<file path="config.mk">
export PLATFORM = sky130hd
export DESIGN_NAME = wb_dmem_arbiter
export DESIGN_NICKNAME = d
export VERILOG_FILES = /design/src/rtl/wb_dmem_arbiter_pkg.sv /design/src/rtl/wb_dmem_arbiter.sv
export SDC_FILE = /design/constraint.sdc
export NUM_CORES = 1
export LEC_CHECK = 0
export ABC_CLOCK_PERIOD_IN_PS = 2230
export BUFFER_PORTS_ARGS = -buffer_cell sky130_fd_sc_hd__buf_2
export CAP_MARGIN = 10
export CORE_AREA = 2 2 135 137
export DETAILED_ROUTE_END_ITERATION = 6
export DIE_AREA = 0 0 137 139
export HOLD_SLACK_MARGIN = 0.02
export PLACE_DENSITY = 0.37
export SLEW_MARGIN = 30
export SYNTH_ARGS = -nofsm -noshare
export SYNTH_HDL_FRONTEND = slang
export SYNTH_SLANG_ARGS = --single-unit
</file>
<file path="constraint.sdc">
create_clock -name clk -period 2.23 [get_ports clk]
set_input_delay 0.446 -clock clk [delete_from_list [all_inputs] [get_ports clk]]
set_output_delay 0.446 -clock clk [all_outputs]
set_load 0.02 [all_outputs]
</file>
<file path="src/rtl/wb_dmem_arbiter_pkg.sv">
// Shared encodings for the data-memory arbiter: access sizes, grant and FSM state.
// Also holds the fixed-priority arbitration function with its starvation override.
package wb_dmem_arbiter_pkg;

  localparam logic [1:0] MEM_TYPE_BYTE = 2'd0;
  localparam logic [1:0] MEM_TYPE_HALF = 2'd1;
  localparam logic [1:0] MEM_TYPE_WORD = 2'd2;

  typedef enum logic [1:0] {
    GNT_NONE = 2'd0,
    GNT_ITLB = 2'd1,
    GNT_DTLB = 2'd2,
    GNT_CORE = 2'd3
  } grant_t;

  typedef enum logic {
    ST_IDLE = 1'b0,
    ST_BUSY = 1'b1
  } state_t;

  // Walks outrank the core unless the core has already lost too often.
  function automatic grant_t arbitrate(input logic itlb_req, input logic dtlb_req,
                                       input logic core_req, input logic starved);
    grant_t g;
    if (starved && core_req) g = GNT_CORE;
    else if (itlb_req)       g = GNT_ITLB;
    else if (dtlb_req)       g = GNT_DTLB;
    else if (core_req)       g = GNT_CORE;
    else                     g = GNT_NONE;
    return g;
  endfunction

endpackage

</file>
<file path="src/rtl/wb_dmem_arbiter.sv">
// Shares the data memory unit between IMMU walk, DMMU walk and core load/store.
// One access at a time, grant held until completion/abort, IDLE gap between accesses.
module wb_dmem_arbiter
  import wb_dmem_arbiter_pkg::*;
#(
  parameter int STARVE_LIMIT = 4,
  parameter int CNT_BITS     = 3
) (
  input  logic        clk,
  input  logic        rst_n,
  input  logic        suspend,
  input  logic        itlb_ren,
  input  logic [31:0] itlb_addr,
  output logic        itlb_ack,
  output logic [31:0] itlb_data,
  input  logic        dtlb_ren,
  input  logic [31:0] dtlb_addr,
  output logic        dtlb_ack,
  output logic [31:0] dtlb_data,
  input  logic        core_ren,
  input  logic        core_wen,
  input  logic [31:0] core_addr,
  input  logic [1:0]  core_type,
  input  logic        core_ext,
  input  logic [31:0] core_din,
  input  logic        core_cache,
  input  logic        core_lock,
  output logic [31:0] core_dout,
  output logic        core_stall,
  output logic        mu_en_cache,
  output logic [31:0] mu_addr,
  output logic [1:0]  mu_type,
  output logic        mu_ext,
  output logic        mu_en_r,
  output logic        mu_en_w,
  output logic [31:0] mu_data_w,
  output logic        mu_lock,
  output logic        mu_suspend,
  input  logic [31:0] mu_data_r,
  input  logic        mu_stall
);

  state_t              state;
  grant_t              gnt;
  grant_t              next_gnt;
  logic [CNT_BITS-1:0] starve_cnt;

  logic core_req;
  logic any_req;
  logic starved;
  logic busy;
  logic req_live;
  logic core_gnt;
  logic core_abort;
  logic done;

  assign core_req   = core_ren | core_wen;
  assign any_req    = itlb_ren | dtlb_ren | core_req;
  assign starved    = starve_cnt >= CNT_BITS'(STARVE_LIMIT);
  assign next_gnt   = arbitrate(itlb_ren, dtlb_ren, core_req, starved);
  assign busy       = (state == ST_BUSY);
  assign core_gnt   = busy && (gnt == GNT_CORE);
  assign core_abort = core_gnt && suspend;

  // A requester that drops its request while granted aborts its own access.
  always_comb begin
    req_live = 1'b0;
    case (gnt)
      GNT_ITLB: req_live = itlb_ren;
      GNT_DTLB: req_live = dtlb_ren;
      GNT_CORE: req_live = core_req;
      default:  req_live = 1'b0;
    endcase
  end

  assign done = busy && req_live && !mu_stall && !core_abort;

  always_ff @(posedge clk or negedge rst_n) begin
    if (!rst_n) begin
      state      <= ST_IDLE;
      gnt        <= GNT_NONE;
      starve_cnt <= '0;
    end else begin
      case (state)
        ST_IDLE: begin
          if (any_req) begin
            state <= ST_BUSY;
            gnt   <= next_gnt;
          end
        end
        default: begin
          if (!req_live || core_abort || !mu_stall) begin
            state <= ST_IDLE;
            gnt   <= GNT_NONE;
          end
        end
      endcase

      if (!core_req) begin
        starve_cnt <= '0;
      end else if (state == ST_IDLE) begin
        if (next_gnt == GNT_CORE)
          starve_cnt <= '0;
        else if (!starved)
          starve_cnt <= starve_cnt + CNT_BITS'(1);
      end
    end
  end

  always_comb begin
    mu_en_cache = 1'b0;
    mu_addr     = '0;
    mu_type     = MEM_TYPE_BYTE;
    mu_ext      = 1'b0;
    mu_en_r     = 1'b0;
    mu_en_w     = 1'b0;
    mu_data_w   = '0;
    mu_lock     = 1'b0;
    mu_suspend  = 1'b0;
    if (busy) begin
      case (gnt)
        GNT_ITLB: begin
          mu_en_cache = 1'b1;
          mu_addr     = itlb_addr;
          mu_type     = MEM_TYPE_WORD;
          mu_en_r     = itlb_ren;
        end
        GNT_DTLB: begin
          mu_en_cache = 1'b1;
          mu_addr     = dtlb_addr;
          mu_type     = MEM_TYPE_WORD;
          mu_en_r     = dtlb_ren;
        end
        GNT_CORE: begin
          mu_en_cache = core_cache;
          mu_addr     = core_addr;
          mu_type     = core_type;
          mu_ext      = core_ext;
          mu_en_r     = core_ren;
          mu_en_w     = core_wen;
          mu_data_w   = core_din;
          mu_lock     = core_lock;
          mu_suspend  = suspend;
        end
        default: ;
      endcase
    end
  end

  assign itlb_ack   = done && (gnt == GNT_ITLB);
  assign dtlb_ack   = done && (gnt == GNT_DTLB);
  assign itlb_data  = itlb_ack ? mu_data_r : '0;
  assign dtlb_data  = dtlb_ack ? mu_data_r : '0;
  assign core_dout  = (done && (gnt == GNT_CORE)) ? mu_data_r : '0;
  // An aborted core access releases the pipeline in the same cycle.
  assign core_stall = core_req && !(core_gnt && (!mu_stall || suspend));

endmodule
</file>
# ---- Word level (Yosys, flattened, before mapping)
# Cells that the tools add are included.
# Widths: inputs -> output; s select.
dict set report op_classes {
  n_addsub 1
  order_cmp 1
  eq_ne 7
  mux 36
  bitwise_logic 3
  n_reduce_logical 22
}
# operator n
set ops {}
lappend ops {{$mux 32} 6}
lappend ops {{$pmux 32 s3} 1}
lappend ops {{$mux 2} 8}
lappend ops {{$mux 1} 13}
lappend ops {{$mux 3} 4}
lappend ops {{$logic_and 1x1->1} 11}
lappend ops {{$eq 2x2->1 const B} 3}
lappend ops {{$pmux 1 s3} 2}
lappend ops {{$logic_not 1->1} 4}
lappend ops {{$pmux 2 s2} 1}
lappend ops {{$reduce_and 2->1} 2}
lappend ops {{$add 3x1->3 const B} 1}
lappend ops {{$ge 3x3->1 const B} 1}
lappend ops {{$logic_or 1x1->1} 3}
lappend ops {{$ne 3x2->1 const B} 1}
lappend ops {{$or 1x1->1} 3}
lappend ops {{$eq 2x1->1 const B} 1}
lappend ops {{$ne 2x1->1 const B} 1}
lappend ops {{$ne 2x2->1 const B} 1}
lappend ops {{$pmux 1 s2} 1}
lappend ops {{$reduce_bool 2->1} 1}
lappend ops {{$reduce_or 2->1} 1}
dict set report totals {
  reg_bits 6
  output_inout_bits 171
  wordCells 73
}

# ---- Logic depth before layout (Yosys ltp)
# Gate-level depths: netlist of run 1.
dict set report depth {
  depth_word 9
  mapped_depth 7
  ltp_nobuf 5
}

# ---- Worst setup path after synthesis of run 1
# No wires, ideal clock.
dict set report synth_timing {
  path_kind {reg2out}
  startpoint {register gnt[0]}
  endpoint {output dtlb_data[22]}
  arrival_time_ns 1.815
  required_ns 1.784
  path_slack_ns -0.031
  path_stages_with_launch 8
  path_buffers 2
  path_cell_list {dfrtp_1 > inv_1 > ha_1 > nand2b_1 > buf_1 > a2111oi_4 > buf_6 > and2_1}
}
dict set report synth_via {
  elab_chain_len 7
  elab_cells_between_ends 12
}
# element line_no
set synth_rtl {}
lappend synth_rtl {{start: declaration} wb_dmem_arbiter.sv:44} ;# grant_t gnt;
lappend synth_rtl {{start signal: assignment} wb_dmem_arbiter.sv:88} ;# gnt <= next_gnt;
lappend synth_rtl {{$eq 2x2->1 (tied with other cells)} {wb_dmem_arbiter.sv:62, wb_dmem_arbiter.sv:68}}
lappend synth_rtl {{$pmux 1 s3 / $logic_and 1x1->1 (equally long branches)} {wb_dmem_arbiter.sv:68, wb_dmem_arbiter.sv:62}}
lappend synth_rtl {{$logic_and 1x1->1, on equally long branches} {wb_dmem_arbiter.sv:76, wb_dmem_arbiter.sv:63}}
lappend synth_rtl {{$logic_and 1x1->1 / $logic_not 1->1 (equally long branches)} wb_dmem_arbiter.sv:76} ;# assign done = busy && req_live && !mu_stall && !core_abort;
lappend synth_rtl {{$logic_and 1x1->1} wb_dmem_arbiter.sv:76}
lappend synth_rtl {{$logic_and 1x1->1 (*)} wb_dmem_arbiter.sv:151} ;# assign dtlb_ack = done && (gnt == GNT_DTLB);
lappend synth_rtl {{named net dtlb_ack} wb_dmem_arbiter.sv:18} ;# output logic dtlb_ack,
lappend synth_rtl {{$mux 32 (*)} wb_dmem_arbiter.sv:153} ;# assign dtlb_data = dtlb_ack ? mu_data_r : '0;
lappend synth_rtl {{end: declaration} wb_dmem_arbiter.sv:19} ;# output logic [31:0] dtlb_data,
# The timed path passes the listed nets; every way through them passes the cells marked *.

# ---- Worst setup path in the final report of run 1
dict set report layout_timing {
  startpoint {register gnt[1]}
  endpoint {output dtlb_data[28]}
}
dict set report layout_via {
  elab_chain_len 7
  elab_cells_between_ends 12
}
# element line_no
set layout_rtl {}
lappend layout_rtl {{$eq 2x2->1 (tied with other cells)} {wb_dmem_arbiter.sv:62, wb_dmem_arbiter.sv:68}}
lappend layout_rtl {{$pmux 1 s3 / $logic_and 1x1->1 (equally long branches)} {wb_dmem_arbiter.sv:68, wb_dmem_arbiter.sv:62}}
lappend layout_rtl {{$logic_and 1x1->1, on equally long branches} {wb_dmem_arbiter.sv:76, wb_dmem_arbiter.sv:63}}
lappend layout_rtl {{$logic_and 1x1->1 / $logic_not 1->1 (equally long branches)} wb_dmem_arbiter.sv:76}
lappend layout_rtl {{$logic_and 1x1->1} wb_dmem_arbiter.sv:76}
lappend layout_rtl {{$logic_and 1x1->1 (*)} wb_dmem_arbiter.sv:151}
lappend layout_rtl {{$mux 32 (*)} wb_dmem_arbiter.sv:153}
# Every way passes the cells marked *; elsewhere a longest branch is shown, timed or not.

==> PnR_summary.wiki, run 1 <==
{| class="wikitable"
! Metric !! Value
|-
| Crit. Startpoint || gnt[1]
|-
| Final cycle utilization of the critical path || 1.13
|-
| Number of global-route vias before repair || 3394
|-
| Detailed-route wire length per cell || 15.2 um
|-
| PnR worst setup slack || -0.284 ns
|-
| Count of final setup violators || 116
|-
| Worst-margin pin slew || 0.344 ns
|-
| Overall die width || 137 um
|-
| Number of inserted diodes || 0
|-
| DR pass1 iterations || 7
|-
| Worst EP required || 1.78 ns
|-
| DRC violations left || 0
|-
| Failing checks || negative setup slack
|-
| Layout Area Growth over Synthesis || 163%
|-
| Clock transition at the register clock pins on the worst setup and hold paths after CTS || 0.03 ns
|-
| R2R Setup Slk || 0.55 ns
|-
| Placeable core area || 17700 sq um
|-
| Time the worst path needs with I/O delays and setup || 2.51 ns
|-
| Final layout net count || 821
|-
| Synthesized instance count || 288
|-
| Wire length after detailed routing || 13200 um
|-
| Floorplan die height || 139 um
|-
| Aggregate global routing overflow || 0
|-
| Buffers added on ports || 343
|-
| Cell internal pwr || 1.51 mW
|-
| Setup Total Neg Slack || -23.58 ns
|-
| Final weighted congestion in routability-driven placement || 0.814
|-
| Dpl hpwl || 9090 um
|-
| Skew-Pair Late Insertion Delay || 0.22 ns
|-
| Net switching power || 1.47 mW
|-
| Post-Synth Adder-Cell Area || 0.0313
|-
| First DRT Iteration DRCs || 239
|-
| Count of pins over their slew limit || 0
|-
| Global-route wire length before repair || 17100 um
|-
| Category of the most critical setup path || flip-flop to output pin
|-
| Antenna-violating nets left || 0
|-
| Worst clock skew || 0.000967 ns
|-
| YS warnings || 0
|-
| Static leakage || 2.94 nW
|-
| Worst-case clock buffer depth || 2
|-
| Uppermost signal routing layer after detailed routing || met4
|-
| Result of the run || finished, violations left
|-
| Fraction of synthesis flops using an asynchronous set or reset pin || 1.00
|-
| Number of synthesized flops with an enable pin || 0
|-
| Highest attainable clock frequency || 0.398 GHz
|-
| Critical Path Start Type || flip-flop
|-
| Kind of cell adding the most delay to the critical path || buffers and inverters
|-
| DR WL met2 || 7080 um
|-
| Effective utilization at floorplan || 0.113
|-
| Met3 routed wirelength || 1100 um
|-
| Path class of the lowest-slack min-delay path || input port to async pin
|-
| Power density over the cells || 566 nW/um^2
|-
| Mapped Area || 2000 sq um
|-
| Number of primary I/O pins || 344
|-
| Critical path endpoint || dtlb_data[28]
|-
| Sequential fraction of the synthesis area || 0.0750
|-
| Maximum fanout along the worst path || 8
|-
| CTS Buf Count || 3
|-
| Via count || 3743
|-
| Synthesized-area fraction occupied by and/or/nand/nor cells || 0.542
|-
| Worst hold margin || 0.0462 ns
|-
| Mean post-synth cell area || 6.95 sq um
|-
| CP endpoint kind || output pin
|-
| Cell Rows || 49
|-
| Number of buffers and inverters on the critical path || 5
|-
| Clock tree from TritonCTS || built
|-
| Register share of total power || 0.069
|-
| Worst reg2reg path depth || 7
|-
| Synthesized flop and latch total || 6
|-
| Overall routing resource usage || 0.112
|-
| Number of hold violations in the final report || 0
|-
| Series of cell instances along the critical path || inv_2, ha_4, a22oi_4, buf_6, a2111oi_4, buf_6, clkbuf_16, and2_4, buf_6
|-
| Max Cap Violations || 0
|-
| Reg2Reg Launch Point || gnt[0]
|-
| Combinational family with the most area after synthesis || simple AND/OR/NAND/NOR gates
|-
| Most common flop cell mapped by yosys || dfrtp_1
|-
| Metal1 wirelength || 4920 um
|-
| Critical Path Stages || 9
|-
| Max incr delay on CP || 0.43 ns
|-
| Maximum number of pins on one net before global-route repair || 48
|-
| Die area || 19000 sq um
|-
| Detailed-route vias per instance || 4.30
|-
| Max IR drop VDD || 0.369 mV
|-
| Clock Root Buffer || clkbuf_16
|-
| Fraction of layout instances using a drive strength above 1 || 0.735
|-
| Share of total power in combinational logic || 0.837
|-
| Number of unique standard cell types used by synthesis || 30
|-
| Post-synthesis share of cell area spent on xor and xnor gates || 0
|-
| Cell type with the highest occurrence count on the critical path || buf_6
|-
| Setup repair after global routing missed its margin || yes
|-
| R2R Path End || gnt[0]
|-
| Worst setup slack before clock tree synthesis || -0.0796 ns
|-
| Post-route total power || 2.98 mW
|-
| Max H-tree Level || 1
|-
| Worst-case headroom to the max-slew limit || 0.771
|-
| TritonCTS sink count || 6
|-
| Number of antenna violations at the first check in global routing || 0
|-
| Post-synthesis mux area share || 0
|-
| Post-Syn Nets || 466
|-
| Share of total power in the clock network || 0.094
|-
| Critical-path cell with the highest stage delay || dfrtp_2
|-
| Net switching fraction of the power || 0.493
|-
| CP arrival || 2.07 ns
|-
| Share of the synthesized area in compound gates (AO/OA/AOI/OAI) || 0.253
|}
==> sequential cells by signal, summed over array words and instances, names as in the netlist <==
name / flops
gnt: 2
busy: 1
starve_cnt: 3
==> synthesized netlist by cell type (2+ instances only) <==
cell,instances,area share
and2_1,91,0.28
a41o_1,2,0.010
inv_1,4,0.0075
nand2b_1,3,0.0094
and3_1,36,0.11
dfrtp_1,6,0.075
clkbuf_1,12,0.023
nand2_1,6,0.011
buf_1,8,0.015
or4b_2,2,0.010
a2111oi_4,2,0.028
nor2_1,38,0.071
buf_2,8,0.020
a21oi_1,8,0.020
and2_2,6,0.023
nor4_1,2,0.0063
a222oi_1,32,0.16
ha_1,5,0.031
buf_6,6,0.034
==> cell type report <==
type	count	area [sq um]
fill	1858	12400
timing repair buffer	384	2860
multi-input combinational	244	1870
tap	229	287
sequential	6	153
clock buffer	3	75.1
inverter	4	15.0
==> repair_timing <==
action / in CTS / in global routing
gates cloned: 6 / 3
setup endpoints to repair: 133 / 129
hold buffers: 0 / 0
pin swaps: 60 / 51
resized for setup: 198 / 86
buffers inserted: 8 / 4
==> routing by layer <==
| metal | global-route usage | vias up |
|---|---|---|
| met5 | 0 | - |
| met4 | 0.0157 | 0 |
| met3 | 0.0132 | 10 |
| met2 | 0.223 | 237 |
| met1 | 0.125 | 1743 |
| li1 | - | 1753 |
==> cell usage in the layout, fill, tap and decap left out, types with 4 or more instances in the layout <==
cell       netlist  layout
nor2_1          38      38
dfrtp_1          6       4
buf_16           0       5
and2_4           0      65
and3_1          36      36
buf_4            0      63
buf_2            8     230
a21oi_1          8       8
clkbuf_16        0       5
a222oi_1        32      32
nand2_1          6       6
and2_1          91      32
buf_6            6      72
buf_12           0       8
==> per-stage QoR <==
step / cells / instance area [sq um] / utilization
5_1_grt: 870 / 5260 / 0.298
3_3_place_gp: 848 / 4050 / 0.229
4_1_cts: 864 / 4940 / 0.280
2_1_floorplan: 288 / 2010 / -
6_report: 870 / 5260 / 0.298
3_5_place_dp: 848 / 4050 / 0.229
==> logic make-up (layout without fill, tap and decap cells) <==
group | Yosys count | in the layout
compound gates | 51 | 51
simple gates | 188 | 188
buf+inv | 38 | 391
flops | 6 | 6
fa+ha+maj | 5 | 5
==> worst min-delay path by stage <==
stage	from	end	cells after the start
finish	rst_n	starve_cnt[1]	1
global route	rst_n	starve_cnt[1]	1
CTS	rst_n	starve_cnt[0]	1
detailed placement	rst_n	starve_cnt[0]	1
global placement	rst_n	starve_cnt[1]	1
floorplan	rst_n	busy	0
==> power by group through the flow <==
stage | registers (mW) | logic [mW] | clock network [mW]
floorplan | 0.182 | 1.30 | 0
global placement | 0.188 | 2.04 | 0
detailed placement | 0.189 | 2.05 | 0
CTS | 0.203 | 2.45 | 0.287
global route | 0.212 | 2.68 | 0.294
finish | 0.205 | 2.49 | 0.281
No activity file was read; power rests on OpenSTA's default activity.
==> inputs of run 2 (changes only) <==
- CELL_PAD_IN_SITES_DETAIL_PLACEMENT: default -> 1
- CELL_PAD_IN_SITES_GLOBAL_PLACEMENT: default -> 2
- CORE_AREA: 2 2 135 137 -> default
- CORE_UTILIZATION: default -> 11
- DIE_AREA: 0 0 137 139 -> default
- PLACE_DENSITY: 0.37 -> 0.81
==> run 2 against run 1 <==
Effect of this change:
- the flow still finishes with violations (negative setup slack)
- clock-buffer cell count unchanged
- sequential power up 4%
- largest cell class unchanged
- clock skew grew 0.00057 ns
- critical path depth unchanged
==> PnR_summary.wiki, run 2 (synthesized netlist as in run 1, its figures left out) <==
{| class="wikitable"
! Metric !! Value
|-
| Critical-path cell with the highest stage delay || dfrtp_2
|-
| Static leakage || 2.99 nW (+1.9%)
|-
| Highest attainable clock frequency || 0.400 GHz (+0.45%)
|-
| First DRT Iteration DRCs || 149 (-38%)
|-
| CP endpoint kind || output pin
|-
| DR pass1 iterations || 7 (unchanged)
|-
| Instance area after placement || 4100 sq um (+1.1%)
|-
| Time the worst path needs with I/O delays and setup || 2.50 ns (-0.0114 ns)
|-
| Category of the most critical setup path || flip-flop to output pin
|-
| Worst reg2reg path depth || 7 (unchanged)
|-
| Number of inserted diodes || 0 (unchanged)
|-
| Series of cell instances along the critical path || buf_6, ha_4, a22oi_4, a2111oi_4, buf_6, buf_12, buf_16, and2_4, buf_6
|-
| Final instance area || 5410 sq um (+2.9%)
|-
| Maximum fanout along the worst path || 8 (unchanged)
|-
| Layout Area Growth over Synthesis || 170%
|-
| Count of pins over their slew limit || 0 (unchanged)
|-
| Detailed-route wire length per cell || 17.0 um (+12%)
|-
| Die area || 18700 sq um (-1.6%)
|-
| Effective utilization at floorplan || 0.114 (+0.000776)
|-
| Register share of total power || 0.066 (-0.003)
|-
| Multi-input gate area in the final layout || 1880 sq um (+0.67%)
|-
| Aggregate global routing overflow || 0 (unchanged)
|-
| Net switching fraction of the power || 0.491 (-0.00156)
|-
| R2R Path End || gnt[1]
|-
| Cell type with the highest occurrence count on the critical path || buf_6
|-
| Final layout net count || 829 (+0.97%)
|-
| Wire length after detailed routing || 14900 um (+13%)
|-
| Share of total power in the clock network || 0.088 (-0.006)
|-
| Placeable core area || 17500 sq um (-0.68%)
|-
| Count of final setup violators || 130 (+12%)
|-
| Via count || 3694 (-1.3%)
|-
| Max FFs per register || 3 (unchanged)
|-
| Number of primary I/O pins || 344 (unchanged)
|-
| Failing checks || negative setup slack
|-
| Clock Root Buffer || clkbuf_16
|-
| Number of global-route vias before repair || 3657 (+7.7%)
|-
| Net switching power || 1.59 mW (+8.4%)
|-
| Maximum number of pins on one net before global-route repair || 48 (unchanged)
|-
| Max IR drop VDD || 0.392 mV (+6.3%)
|-
| Worst clock skew || 0.00154 ns (+0.000571 ns)
|-
| Result of the run || finished, violations left
|-
| Setup repair after global routing missed its margin || yes
|-
| Power density over the cells || 599 nW/um^2 (+5.7%)
|-
| Hold-fix buffers at CTS || 0 (unchanged)
|-
| Number of hold violations in the final report || 0 (unchanged)
|-
| Worst setup slack before clock tree synthesis || -0.0762 ns (+0.00340 ns)
|-
| Share of total power in combinational logic || 0.846 (+0.009)
|-
| R2R Setup Slk || 0.45 ns (-0.10 ns)
|-
| Dpl hpwl || 10200 um (+13%)
|-
| Buffers added on ports || 343 (unchanged)
|-
| Worst-case headroom to the max-slew limit || 0.717 (-0.0538)
|-
| Reg2Reg Launch Point || gnt[1]
|-
| Detailed-route vias per instance || 4.23 (-1.8%)
|-
| Area of all sequential standard cells || 153 sq um (unchanged)
|-
| Global-route wire length before repair || 20200 um (+18%)
|-
| PnR worst setup slack || -0.273 ns (+0.0114 ns)
|-
| Worst-margin pin slew || 0.425 ns (+0.0807 ns)
|-
| Clock tree from TritonCTS || built
|-
| Max Cap Violations || 0 (unchanged)
|-
| Number of antenna violations at the first check in global routing || 1 (+1)
|-
| Max incr delay on CP || 0.45 ns (+0.02 ns)
|-
| Biggest register || starve_cnt
|-
| Max H-tree Level || 1 (unchanged)
|-
| Cell Rows || 48 (-2.0%)
|-
| Critical Path Start Type || flip-flop
|-
| Path class of the lowest-slack min-delay path || input port to async pin
|-
| Worst EP required || 1.78 ns (about the same)
|-
| Overall routing resource usage || 0.140 (+0.0287)
|-
| Filler Cell Count || 2104 (+13%)
|-
| Top library cells by usage in the layout, fill and taps aside || 230 x buf_2, 94 x buf_6, 66 x and2_4, 49 x buf_4, 38 x nor2_1
|-
| Skew-Pair Late Insertion Delay || 0.22 ns (about the same)
|-
| TritonCTS sink count || 6 (unchanged)
|-
| Clock transition at the register clock pins on the worst setup and hold paths after CTS || 0.03 ns (about the same)
|-
| Most common cell after layout, fill and taps aside || buf_2
|-
| CP arrival || 2.06 ns (about the same)
|-
| Floorplan die height || 137 um (-1.5%)
|-
| Overall die width || 137 um (-0.10%)
|-
| Final cycle utilization of the critical path || 1.12 (-0.00509)
|-
| CTS Buf Count || 3 (unchanged)
|-
| Antenna-violating nets left || 0 (unchanged)
|-
| Worst-case clock buffer depth || 2 (unchanged)
|-
| Post-route total power || 3.24 mW (+8.8%)
|-
| Final weighted congestion in routability-driven placement || 0.710 (-13%)
|-
| DRC violations left || 0 (unchanged)
|-
| Cell internal pwr || 1.65 mW (+9.1%)
|-
| Fraction of layout instances using a drive strength above 1 || 0.741 (+0.00635)
|}
==> run 2: cell types whose count changed in the layout (fill, tap and decap cells not counted), moves of 2 or more <==
cell and change:
inv_4 +2, inv_2 -2, buf_6 +22, buf_4 -14
==> run 2: worst max path at each step <==
stage / startpoint / to / slack [ns] / depth (start not counted)
2_1_floorplan: gnt[0] / dtlb_data[22] / -0.02 / 7
3_3_place_gp: gnt[0] / itlb_data[1] / -0.01 / 6
3_5_place_dp: gnt[0] / dtlb_data[0] / -0.08 / 7
4_1_cts: gnt[0] / dtlb_data[7] / -0.26 / 8
5_1_grt: gnt[0] / itlb_data[2] / -0.34 / 10
6_report: gnt[1] / itlb_data[25] / -0.27 / 9
==> run 2: routing by layer <==
metal,GRT usage,up-vias,part of all wire
li1,-,1772,-
met1,0.156,1728,0.38
met2,0.279,183,0.54
met3,0.0196,9,0.071
met4,0.0256,2,0.0044
met5,0,-,0.00087
==> run 2: final cells by class <==
cell class,instances,area share
sequential,6,0.0282
multi-input combinational,244,0.348
inverter,4,0.00370
timing repair buffer,392,0.555
tap,225,0.0520
clock buffer,3,0.0139
==> run 2: repair_timing <==
item / CTS / global route
pin swaps: 50 / 54
endpoints found under the setup margin: 159 / 159
setup buffers: 12 / 3
gates cloned: 7 / 3
gates resized for setup: 253 / 51
==> run 2: worst max-delay path, delay by kind of cell (launching register included) <==
kind | cells | cell delay [ns]
buf+inv | 5 | 0.68
flops | 1 | 0.45
compound gates | 2 | 0.38
fa+ha+maj | 1 | 0.16
simple gates | 1 | 0.14
==> run 2: power by group through the flow <==
stage	Clock, mW	Sequential [mW]	Combinational, mW
2_1_floorplan	0	0.182	1.30
5_1_grt	0.299	0.222	2.95
6_report	0.286	0.213	2.74
3_3_place_gp	0	0.185	2.19
4_1_cts	0.292	0.208	2.66
3_5_place_dp	0	0.189	2.21
==> run 2: metrics by stage <==
step | utilization | hold WS [ns] | cells | TNS [ns]
after detailed placement | 0.234 | 0.285 | 848 | -3.77
after floorplan | - | 0.150 | 288 | -0.678
after global routing | 0.309 | 0.0504 | 874 | -34.01
after CTS | 0.299 | 0.0473 | 870 | -23.89
after global placement | 0.234 | 0.280 | 848 | -0.190
final | 0.309 | 0.0439 | 874 | -23.70
==> inputs of run 3 (changes only) <==
- CELL_PAD_IN_SITES_GLOBAL_PLACEMENT: 2 -> 1
- CORE_AREA: default -> 2 2 133 135
- CORE_UTILIZATION: 11 -> default
- DIE_AREA: default -> 0 0 135 137
- PLACE_DENSITY: 0.81 -> 0.62
==> run 3 against run 2 <==
Effect of this change:
- the flow still finishes with violations (negative setup slack)
- worst setup slack worse by 0.069 ns
- first-iteration DRC count up 39%
- utilization up 0.92 points
- clock skew down 0.00052 ns
- sequential power down 3%
- clock power up 1%
- power down 2.4%
- critical path type unchanged
- flip-flop and latch count unchanged
- fmax down 2.7%
- die area down 1.3%
==> PnR_summary.wiki, run 3 (synthesized netlist as in run 1, its figures left out) <==
{| class="wikitable"
! Metric !! Value
|-
| DRC violations left || 0 (unchanged)
|-
| Floorplan die height || 137 um (+0.10%)
|-
| Number of hold violations in the final report || 0 (unchanged)
|-
| Static leakage || 2.99 nW (about the same)
|-
| Max incr delay on CP || 0.42 ns (-0.03 ns)
|-
| Worst-case clock buffer depth || 2 (unchanged)
|-
| Final weighted congestion in routability-driven placement || 0.713 (+0.52%)
|-
| Fraction of layout instances using a drive strength above 1 || 0.760 (+0.0185)
|-
| Path class of the lowest-slack min-delay path || input port to async pin
|-
| Max IR drop VDD || 0.344 mV (-12%)
|-
| Critical Path Start Type || flip-flop
|-
| Kind of cell adding the most delay to the critical path || buffers and inverters
|-
| First DRT Iteration DRCs || 207 (+39%)
|-
| Global-route wire length before repair || 19600 um (-2.9%)
|-
| Met3 routed wirelength || 1210 um (+15%)
|-
| Post-route total power || 3.16 mW (-2.4%)
|-
| Number of inserted diodes || 0 (unchanged)
|-
| Setup repair after global routing missed its margin || yes
|-
| Setup Total Neg Slack || -26.85 ns (-3.14 ns)
|-
| Via count || 3799 (+2.8%)
|-
| Cell type with the highest occurrence count on the critical path || buf_6
|-
| Worst-case headroom to the max-slew limit || 0.746 (+0.0295)
|-
| Count of pins over their slew limit || 0 (unchanged)
|-
| Final layout net count || 829 (unchanged)
|-
| Antenna-violating nets left || 0 (unchanged)
|-
| Layout Area Growth over Synthesis || 171%
|-
| Detailed-route wire length per cell || 17.1 um (+0.50%)
|-
| Buffers added on ports || 343 (unchanged)
|-
| Max FFs per register || 3 (unchanged)
|-
| Skew-Pair Late Insertion Delay || 0.23 ns (about the same)
|-
| Power density over the cells || 583 nW/um^2 (-2.6%)
|-
| Time the worst path needs with I/O delays and setup || 2.57 ns (+0.0688 ns)
|-
| DR pass1 iterations || 6 (-1)
|-
| Clock tree from TritonCTS || built
|-
| Worst EP required || 1.78 ns (about the same)
|-
| PnR worst setup slack || -0.342 ns (-0.0688 ns)
|-
| Overall die width || 135 um (-1.4%)
|-
| Placeable core area || 17100 sq um (-2.7%)
|-
| R2R Setup Slk || 0.50 ns (+0.05 ns)
|-
| Maximum number of pins on one net before global-route repair || 48 (unchanged)
|-
| CP arrival || 2.13 ns (+0.07 ns)
|-
| Clock transition at the register clock pins on the worst setup and hold paths after CTS || 0.03 ns (about the same)
|-
| Number of buffers and inverters on the critical path || 4 (-1)
|-
| CP endpoint kind || output pin
|-
| Aggregate global routing overflow || 0 (unchanged)
|-
| Detailed-route vias per instance || 4.35 (+2.8%)
|-
| Biggest register || starve_cnt
|-
| Overall routing resource usage || 0.131 (-0.00892)
|-
| Number of global-route vias before repair || 3637 (-0.55%)
|-
| DR WL met2 || 7960 um (-1.4%)
|-
| Clock Root Buffer || clkbuf_16
|-
| Metal1 wirelength || 5540 um (-2.4%)
|-
| Top library cells by usage in the layout, fill and taps aside || 224 x buf_2, 106 x buf_6, 72 x and2_4, 44 x buf_4, 38 x nor2_1
|-
| Worst clock skew || 0.00102 ns (-0.000518 ns)
|-
| Worst-margin pin slew || 0.380 ns (-0.0442 ns)
|-
| Effective utilization at floorplan || 0.117 (+0.00321)
|-
| Result of the run || finished, violations left
|-
| Wire length after detailed routing || 15000 um (+0.50%)
|-
| Critical-path cell with the highest stage delay || dfrtp_2
|-
| Maximum fanout along the worst path || 8 (unchanged)
|-
| Number of antenna violations at the first check in global routing || 0 (-1)
|-
| Number of primary I/O pins || 344 (unchanged)
|-
| TritonCTS sink count || 6 (unchanged)
|-
| Series of cell instances along the critical path || inv_2, ha_2, or3_4, a211oi_4, buf_6, buf_6, and2_1, buf_4
|-
| Uppermost signal routing layer after detailed routing || met4
|-
| Highest attainable clock frequency || 0.389 GHz (-2.7%)
|-
| CTS Buf Count || 3 (unchanged)
|-
| Dpl hpwl || 10100 um (-1.7%)
|-
| Category of the most critical setup path || flip-flop to output pin
|-
| Max H-tree Level || 1 (unchanged)
|-
| Count of final setup violators || 130 (unchanged)
|-
| Die area || 18500 sq um (-1.3%)
|-
| Final cycle utilization of the critical path || 1.15 (+0.0309)
|-
| Failing checks || negative setup slack
|-
| Max Cap Violations || 0 (unchanged)
|-
| Most common cell after layout, fill and taps aside || buf_2
|-
| Cell Rows || 48 (unchanged)
|}
run 3: cell counts in the layout (fill, tap and decap cells not counted):
Identical to the previous run, type by type.
run 3: worst reg2reg max path, stage by stage (launching register included):
cell	delay, ns
dfrtp_2	0.43
buf_4	0.15
ha_4	0.17
a22oi_4	0.24
buf_4	0.18
buf_4	0.10
nand2_1	0.08
a41o_1	0.26
run 3: routing by layer:
| metal | vias to the layer above | track usage |
|---|---|---|
| met1 | 1767 | 0.149 |
| met4 | 0 | 0.0226 |
| met2 | 243 | 0.257 |
| li1 | 1768 | - |
| met3 | 21 | 0.0237 |
| met5 | - | 0 |
run 3: path summary, 6_finish.rpt:
check | start | end | cells past startpoint
max | gnt[0] | core_dout[12] | 8
min | rst_n | starve_cnt[1] | 1
max in group asynchronous | rst_n | gnt[0] | 1
min in group clk | starve_cnt[0] | starve_cnt[0] | 2
max reg2reg | gnt[1] | gnt[0] | 7
min reg2reg | starve_cnt[0] | starve_cnt[0] | 2
run 3: layout make-up:
class	count	area [sq um]
Tap cell	225	282
Clock buffer	3	75.1
Fill cell	2031	11600
Sequential cell	6	153
Timing Repair Buffer	392	3000
Multi-Input combinational cell	244	1900
Inverter	4	15.0
run 3: report_power, final:
| part | switching (mW) | leakage, nW | internal (mW) | total, mW |
|---|---|---|---|---|
| sequential | 0.0533 | 0.0745 | 0.154 | 0.207 |
| clock | 0.0600 | 0.0370 | 0.230 | 0.290 |
| combinational | 1.45 | 2.88 | 1.21 | 2.66 |
| total | 1.56 | 2.99 | 1.60 | 3.16 |
run 3: metrics by stage:
step	area [sq um]	instances	hold WS, ns	setup slack, ns	util
after floorplan	2010	288	0.150	-0.0242	-
after global placement	4040	845	0.280	-0.0343	0.237
after detailed placement	4040	845	0.279	-0.0604	0.237
after CTS	5120	866	0.0410	-0.255	0.300
after global routing	5420	874	0.0447	-0.408	0.318
final	5420	874	0.0364	-0.342	0.318
run 3: what timing repair did:
action,in CTS,in global routing
gates cloned,6,5
hold endpoints to repair,0,0
resized for setup,241,99
setup endpoints to repair,133,130
pin swaps,54,23
setup buffers,12,11
hold buffers,0,0
